`src/rtl/truth_table_scanner_pkg.sv`:
```
// Shared definitions for the truth-table scanner: state encoding, vector
// geometry and a small helper used by the optional result check.
package truth_scan_pkg;

  localparam logic [1:0] ST_IDLE = 2'd0;
  localparam logic [1:0] ST_SCAN = 2'd1;
  localparam logic [1:0] ST_DONE = 2'd2;

  localparam int NUM_VECTORS = 16;
  localparam int VEC_W       = 4;

  typedef enum logic [1:0] {
    IDLE = ST_IDLE,
    SCAN = ST_SCAN,
    DONE = ST_DONE
  } scan_state_e;

  // Index of the lowest set bit of v, or 0 when v is all zeros.
  function automatic logic [VEC_W-1:0] lowest_set_idx(input logic [NUM_VECTORS-1:0] v);
    logic [VEC_W-1:0] r;
    r = '0;
    for (int i = NUM_VECTORS - 1; i >= 0; i--) begin
      if (v[i]) begin
        r = VEC_W'(i);
      end else begin
        r = r;
      end
    end
    return r;
  endfunction

endpackage

```
`src/rtl/truth_table_scanner_if.sv`:
```
// Bus between the scanner and the function under test / controlling logic.
// The mismatch/first_bad pair exists only when SCANNER_CHECK_EN is defined.
interface truth_table_scanner_if;
  logic        start;
  logic        s;
  logic        x;
  logic        y;
  logic        w;
  logic        z;
  logic        busy;
  logic        done;
  logic [15:0] table_out;
  logic [4:0]  ones_count;
`ifdef SCANNER_CHECK_EN
  logic        mismatch;
  logic [3:0]  first_bad;
`endif

  // Controller / function-under-test side.
  modport master (
    output start, output s,
    input  x, input y, input w, input z,
    input  busy, input done, input table_out, input ones_count
`ifdef SCANNER_CHECK_EN
    , input mismatch, input first_bad
`endif
  );

  // Scanner side.
  modport slave (
    input  start, input s,
    output x, output y, output w, output z,
    output busy, output done, output table_out, output ones_count
`ifdef SCANNER_CHECK_EN
    , output mismatch, output first_bad
`endif
  );
endinterface

```
`src/rtl/truth_table_scanner_settle_timer.sv`:
```
// Settle timer: counts cycles a vector has been held and flags the cycle
// in which s should be sampled. clr_i restarts the count at a new scan.
module scan_settle_timer #(
  parameter int unsigned SETTLE_CYCLES = 1
) (
  input  logic clk,
  input  logic reset,
  input  logic clr_i,
  input  logic en_i,
  output logic expire_o
);

  localparam logic [3:0] LAST_CNT = 4'(SETTLE_CYCLES - 1);

  logic [3:0] cnt_q;
  logic [3:0] cnt_d;

  // Next count and expire flag; wraps to zero on expiry.
  always_comb begin
    cnt_d    = cnt_q;
    expire_o = en_i && (cnt_q == LAST_CNT);
    if (clr_i) begin
      cnt_d = 4'd0;
    end else if (expire_o) begin
      cnt_d = 4'd0;
    end else if (en_i) begin
      cnt_d = cnt_q + 4'd1;
    end else begin
      cnt_d = cnt_q;
    end
  end

  // Counter register with synchronous reset.
  always_ff @(posedge clk) begin
    if (reset) begin
      cnt_q <= 4'd0;
    end else begin
      cnt_q <= cnt_d;
    end
  end

endmodule

```
`src/rtl/truth_table_scanner.sv`:
```
// Truth-table scanner: drives all 16 {x,y,w,z} vectors into a 4-input
// function, samples its output s after SETTLE_CYCLES per vector, and
// reports the table and minterm count. Define SCANNER_CHECK_EN to add the
// comparison against EXPECTED (mismatch / first_bad outputs).
module truth_table_scanner
  import truth_scan_pkg::*;
#(
  parameter int unsigned            SETTLE_CYCLES = 1,
  parameter logic [NUM_VECTORS-1:0] EXPECTED      = 16'h0000
) (
  input  logic                 clk,
  input  logic                 reset,
  truth_table_scanner_if.slave bus
);

  localparam logic [VEC_W-1:0] LAST_IDX = 4'(NUM_VECTORS - 1);

  scan_state_e            state_q, state_d;
  logic [VEC_W-1:0]       idx_q, idx_d;
  logic [VEC_W-1:0]       vec_q, vec_d;
  logic                   busy_q, busy_d;
  logic                   done_q, done_d;
  logic [NUM_VECTORS-1:0] table_q, table_d;
  logic [4:0]             ones_q, ones_d;
  logic                   clr_s;
  logic                   expire_s;
  logic                   s_bit_s;

  // X or Z on s is recorded as a zero.
  assign s_bit_s = (bus.s === 1'b1);

  scan_settle_timer #(.SETTLE_CYCLES(SETTLE_CYCLES)) u_timer (
    .clk      (clk),
    .reset    (reset),
    .clr_i    (clr_s),
    .en_i     (state_q == SCAN),
    .expire_o (expire_s)
  );

  // Next-state, capture and next-output decode of the scan FSM.
  always_comb begin
    state_d = state_q;
    idx_d   = idx_q;
    table_d = table_q;
    ones_d  = ones_q;
    clr_s   = 1'b0;
    case (state_q)
      IDLE: begin
        if (bus.start) begin
          state_d = SCAN;
          idx_d   = '0;
          table_d = '0;
          ones_d  = 5'd0;
          clr_s   = 1'b1;
        end else begin
          state_d = IDLE;
        end
      end
      SCAN: begin
        if (expire_s) begin
          table_d[idx_q] = s_bit_s;
          ones_d         = ones_q + {4'd0, s_bit_s};
          if (idx_q == LAST_IDX) begin
            state_d = DONE;
          end else begin
            idx_d = idx_q + 4'd1;
          end
        end else begin
          state_d = SCAN;
        end
      end
      DONE: begin
        state_d = IDLE;
        idx_d   = '0;
      end
      default: begin
        state_d = IDLE;
        idx_d   = '0;
      end
    endcase
    busy_d = (state_d == SCAN);
    done_d = (state_d == DONE);
    vec_d  = busy_d ? idx_d : '0;
  end

  // State, index, result and output registers.
  always_ff @(posedge clk) begin
    if (reset) begin
      state_q <= IDLE;
      idx_q   <= '0;
      vec_q   <= '0;
      busy_q  <= 1'b0;
      done_q  <= 1'b0;
      table_q <= '0;
      ones_q  <= 5'd0;
    end else begin
      state_q <= state_d;
      idx_q   <= idx_d;
      vec_q   <= vec_d;
      busy_q  <= busy_d;
      done_q  <= done_d;
      table_q <= table_d;
      ones_q  <= ones_d;
    end
  end

  assign bus.x          = vec_q[3];
  assign bus.y          = vec_q[2];
  assign bus.w          = vec_q[1];
  assign bus.z          = vec_q[0];
  assign bus.busy       = busy_q;
  assign bus.done       = done_q;
  assign bus.table_out  = table_q;
  assign bus.ones_count = ones_q;

`ifdef SCANNER_CHECK_EN
  logic             mismatch_q, mismatch_d;
  logic [VEC_W-1:0] first_bad_q, first_bad_d;

  // Compare the finished table on DONE entry; clear on an accepted start.
  always_comb begin
    mismatch_d  = mismatch_q;
    first_bad_d = first_bad_q;
    if ((state_q == SCAN) && (state_d == DONE)) begin
      mismatch_d  = (table_d != EXPECTED);
      first_bad_d = lowest_set_idx(table_d ^ EXPECTED);
    end else if ((state_q == IDLE) && bus.start) begin
      mismatch_d  = 1'b0;
      first_bad_d = '0;
    end else begin
      mismatch_d  = mismatch_q;
      first_bad_d = first_bad_q;
    end
  end

  // Check result registers.
  always_ff @(posedge clk) begin
    if (reset) begin
      mismatch_q  <= 1'b0;
      first_bad_q <= '0;
    end else begin
      mismatch_q  <= mismatch_d;
      first_bad_q <= first_bad_d;
    end
  end

  assign bus.mismatch  = mismatch_q;
  assign bus.first_bad = first_bad_q;
`endif

endmodule
```
`src/flat_wrapper.sv`:
```
// flat-port wrapper written by rule: the top's interface ports become plain ports
module truth_table_scanner_flat import truth_scan_pkg::*;
#(
  parameter int unsigned            SETTLE_CYCLES = 1,
  parameter logic [NUM_VECTORS-1:0] EXPECTED      = 16'h0000
)
  (clk, reset, bus_start, bus_s, bus_x, bus_y, bus_w, bus_z, bus_busy, bus_done, bus_table_out, bus_ones_count);
  truth_table_scanner_if bus_i ();
  input  logic clk;
  input  logic reset;
  input wire logic [$bits(bus_i.start)-1:0] bus_start;
  input wire logic [$bits(bus_i.s)-1:0] bus_s;
  output wire logic [$bits(bus_i.x)-1:0] bus_x;
  output wire logic [$bits(bus_i.y)-1:0] bus_y;
  output wire logic [$bits(bus_i.w)-1:0] bus_w;
  output wire logic [$bits(bus_i.z)-1:0] bus_z;
  output wire logic [$bits(bus_i.busy)-1:0] bus_busy;
  output wire logic [$bits(bus_i.done)-1:0] bus_done;
  output wire logic [$bits(bus_i.table_out)-1:0] bus_table_out;
  output wire logic [$bits(bus_i.ones_count)-1:0] bus_ones_count;
  assign bus_i.start = bus_start;
  assign bus_i.s = bus_s;
  assign bus_x = bus_i.x;
  assign bus_y = bus_i.y;
  assign bus_w = bus_i.w;
  assign bus_z = bus_i.z;
  assign bus_busy = bus_i.busy;
  assign bus_done = bus_i.done;
  assign bus_table_out = bus_i.table_out;
  assign bus_ones_count = bus_i.ones_count;
  truth_table_scanner #(.SETTLE_CYCLES(SETTLE_CYCLES), .EXPECTED(EXPECTED)) u_core (.clk(clk), .reset(reset), .bus(bus_i));
endmodule
```
`config.mk`:
```
export PLATFORM = sky130hd
export DESIGN_NAME = truth_table_scanner_flat
export DESIGN_NICKNAME = d
export VERILOG_FILES = /design/src/rtl/truth_table_scanner_pkg.sv /design/src/rtl/truth_table_scanner_if.sv /design/src/rtl/truth_table_scanner_settle_timer.sv /design/src/rtl/truth_table_scanner.sv /design/src/flat_wrapper.sv
export SDC_FILE = /design/constraint.sdc
export NUM_CORES = 1
export LEC_CHECK = 0
export CORE_MARGIN = 2
export CORE_UTILIZATION = 27
export CTS_CLUSTER_DIAMETER = 30
export DETAILED_ROUTE_END_ITERATION = 7
export RECOVER_POWER = 100
export SYNTH_ARGS = -nofsm -noshare
export SYNTH_HDL_FRONTEND = slang
export SYNTH_SLANG_ARGS = --single-unit
```
`constraint.sdc`:
```
create_clock -name clk -period 4.8 [get_ports clk]
set_input_delay 1.2 -clock clk [delete_from_list [all_inputs] [get_ports clk]]
set_output_delay 1.2 -clock clk [all_outputs]
set_load 0.02 [all_outputs]
```
==> metrics.txt <==
status finished, final reports clean; worst hold path class reg -> reg; YS warnings 0; Final Hold Vio Count 0; Initial Util 28.16%; clk slew on worst S/H paths roughly 80 ps; Max Clk Rate roughly 310 MHz; Finished Layout Cells around 340; slowest cell delay on critical path roughly 850 ps; Hold Buf Count CTS 0; CP endpoint kind flop; pwr/cell area between 200 and 300 nW/um^2; Cell Rows 31; share of cells above drive strength 1 under 10%; Routability Congestion ~0.76; Seq/Total Area, Yosys between 30% and 40%; met1 usage between 15 and 20%; count of boundary I/O pins 31; syn avg cell area slightly above 9 sq um; chip width 91.21 microns; critical-path cell list dlygate4sd3_1, clkbuf_1, nand2b_1, o32ai_1; area share of the largest cell type after synthesis a little over a third; die area around 8300 sq um; Max Slew Vio Count 0; Primary FF master, synth dfxtp_1; min Tclk post-route about 3200 ps; # port buffers 30; Via Count 1776; Internal Power roughly 0.00044 W; Peak VDD IR between 0.1 and 0.15 mV; proportion of synthesized area in mux cells slightly below 3%; drt pass-1 iters 4; buffer count from post-CTS setup fixing 0; xor/xnor share of the synthesized area less than 1%; met2 Use GR 18.21%; post-detail-place hpwl around 3.3 mm; Synth Cell Area about 2100 sq um; core area ~7300 sq um; Post-Synth Adder-Cell Area about 4.9%; WP data arrival approximately 3300 ps; RSZ-0062 raised after global routing no; overall routed net length slightly below 5 mm; # fillers 792; Yosys reg bits 37; Pleak a little under 0.9 nW; vias per std cell 5.270; clock share of power approximately 36%; worst clock skew between 7 and 8 ps; Antenna diodes 0; Sw Ratio ~28%; Post-Route Setup TNS 0 ps; critical path's slowest cell clkbuf_1; Setup CP Type in -> reg; Starting DRT DRC Count ~130; Post-Place Cells approximately 330; initial antenna violation count 0; combinational group share of total power 12.2%; area of the multi-input gates approximately 1100 sq um; worst-skew pair later-pin latency 290 ps; Slew headroom 27.42%; Synth Area in Compound Gates ~22%; worst-path fanout max 25; total CTS buffers 5; Storage cell area roughly 740 sq um; Simple-Gate Fraction of Synth Area between 20% and 30%; distinct cell type count after synthesis between 40 and 50; Tcrit/Tclk final 66.35%; DRC viols 0; pre-CTS setup slack 1828 ps; top cells by area, synth dfxtp_1 36%, a221oi_1 6.4%, o32ai_1 6.4%; CTS tree built; global routing usage on met3 around 3.2%; largest family of logic cells by synthesized area simple AND/OR/NAND/NOR gates; crit start category input port; Layout area overhead 18.77%; most frequent cell after synthesis dfxtp_1; Max Buffers Root-to-Sink 2; Setup WS post-layout ~1600 ps; switching pwr 0.0001687 W; Detail Route Antenna Nets 0; most frequent cells after synthesis 37 x dfxtp_1, 22 x inv_1, 15 x a221oi_1, 15 x nand3b_1, 15 x o32ai_1; largest net degree at the start of global routing 31; first-pass GRT wire length about 8.1 mm; CTS Sinks 37; total grt overflow 0; Post-CTS Resized 0; Clock Root Buffer clkbuf_8; Slew @ Worst Pin around 1100 ps; drt wl/cell roughly 14 microns; total track usage 11.76%; syn_nets between 200 and 250; die height 91.21 microns; H-tree lvl count 2; max cap viols 0; GRT busiest layer met2; final setup fails 0; Flop pwr share between 50% and 60%; cell taking the most area after synthesis dfxtp_1; Nets 249; Post-synth EDFFs 0; Required @ worst endpoint around 4900 ps; Async SR Flop Fraction 0%; vias in the first global route 1613; Mapped Cells 220
## metrics by stage
| stage | total power, W | utilization [%] | hold WS (ps) | instance area [sq um] |
|---|---|---|---|---|
| 2_1_floorplan | 0.0003841 | - | 514.2 | 2053 |
| 3_3_place_gp | 0.0004020 | 32.45 | 472.4 | 2366 |
| 3_5_place_dp | 0.0004019 | 32.45 | 473.2 | 2366 |
| 4_1_cts | 0.0006204 | 33.63 | 484.6 | 2452 |
| 5_1_grt | 0.0006397 | 33.44 | 505.3 | 2439 |
| 6_report | 0.0006113 | 33.44 | 478.2 | 2439 |
## sequential cells by signal (all words and copies together), names as in the netlist
register               cells
u_core.state_q             2
u_core.idx_q               4
u_core.u_timer.cnt_q       4
u_core.vec_q               4
u_core.bus.done            1
u_core.bus.ones_count      5
u_core.bus.table_out      16
u_core.bus.busy            1
## cell type report
type | instances | area share, %
clock buffer | 5 | 2.822
tap | 99 | 5.080
inverter | 22 | 3.386
multi-input combinational | 140 | 45.15
sequential | 37 | 30.37
clock inverter | 3 | 0.7183
timing repair buffer | 31 | 12.47
## worst paths after layout
check | end | start | depth (start not counted) | slack, ps
worst max-delay path | u_core.bus.table_out[5]$_SDFFE_PP0P_ | reset | 4 | 1620
worst min-delay path | u_core.bus.table_out[3]$_SDFFE_PP0P_ | u_core.bus.table_out[3]$_SDFFE_PP0P_ | 2 | 480
worst max register to register | u_core.bus.ones_count[2]$_SDFFE_PP0P_ | u_core.state_q[0]$_SDFF_PP0_ | 3 | 1920
worst min register to register | u_core.bus.table_out[3]$_SDFFE_PP0P_ | u_core.bus.table_out[3]$_SDFFE_PP0P_ | 2 | 480
## logic make-up after synthesis
| kind of cell | Yosys count |
|---|---|
| xor gates and xnor gates | 2 |
| muxes | 6 |
| AOI/OAI and AO/OA | 54 |
| adders and majority gates | 8 |
| and+or+nand+nor | 70 |
| DFF | 37 |
| buffers and inverters | 43 |
## power by group through the flow
stage                     Clock [W]  Combinational (W)  Sequential, W
final                      0.000218          0.0000743       0.000319
after global routing       0.000239          0.0000815       0.000320
after CTS                  0.000226          0.0000760       0.000319
after detailed placement          0          0.0000760       0.000326
after global placement            0          0.0000759       0.000326
after floorplan                   0          0.0000599       0.000324
## worst max-delay path, delay by kind of cell
family                 cells  cell delay (ps)
AO/OA/AOI/OAI              1              130
AND/OR/NAND/NOR            1              350
buffers and inverters      2             1620
## cells in the final DEF (no fill, tap or decap), types with 3 or more instances in the layout
| cell | count |
|---|---|
| dfxtp_1 | 37 |
| dlygate4sd3_1 | 29 |
| inv_1 | 22 |
| nand3b_1 | 15 |
| a221oi_1 | 15 |
| o32ai_1 | 15 |
| nand2b_1 | 9 |
| nand3_1 | 8 |
| ha_1 | 8 |
| a21oi_1 | 7 |
| or3b_2 | 7 |
| nand4_1 | 6 |
| mux2i_1 | 6 |
| clkbuf_8 | 5 |
| nor2b_1 | 4 |
| nor3_1 | 4 |
| a211oi_1 | 3 |
## per-layer routing
| metal | vias to the layer above | routed length (microns) |
|---|---|---|
| met4 | 0 | 29 |
| met3 | 4 | 225 |
| met1 | 846 | 2374 |
| li1 | 872 | - |
| met5 | - | 0 |
| met2 | 54 | 2237 |
(Power assumes the default switching activity.)
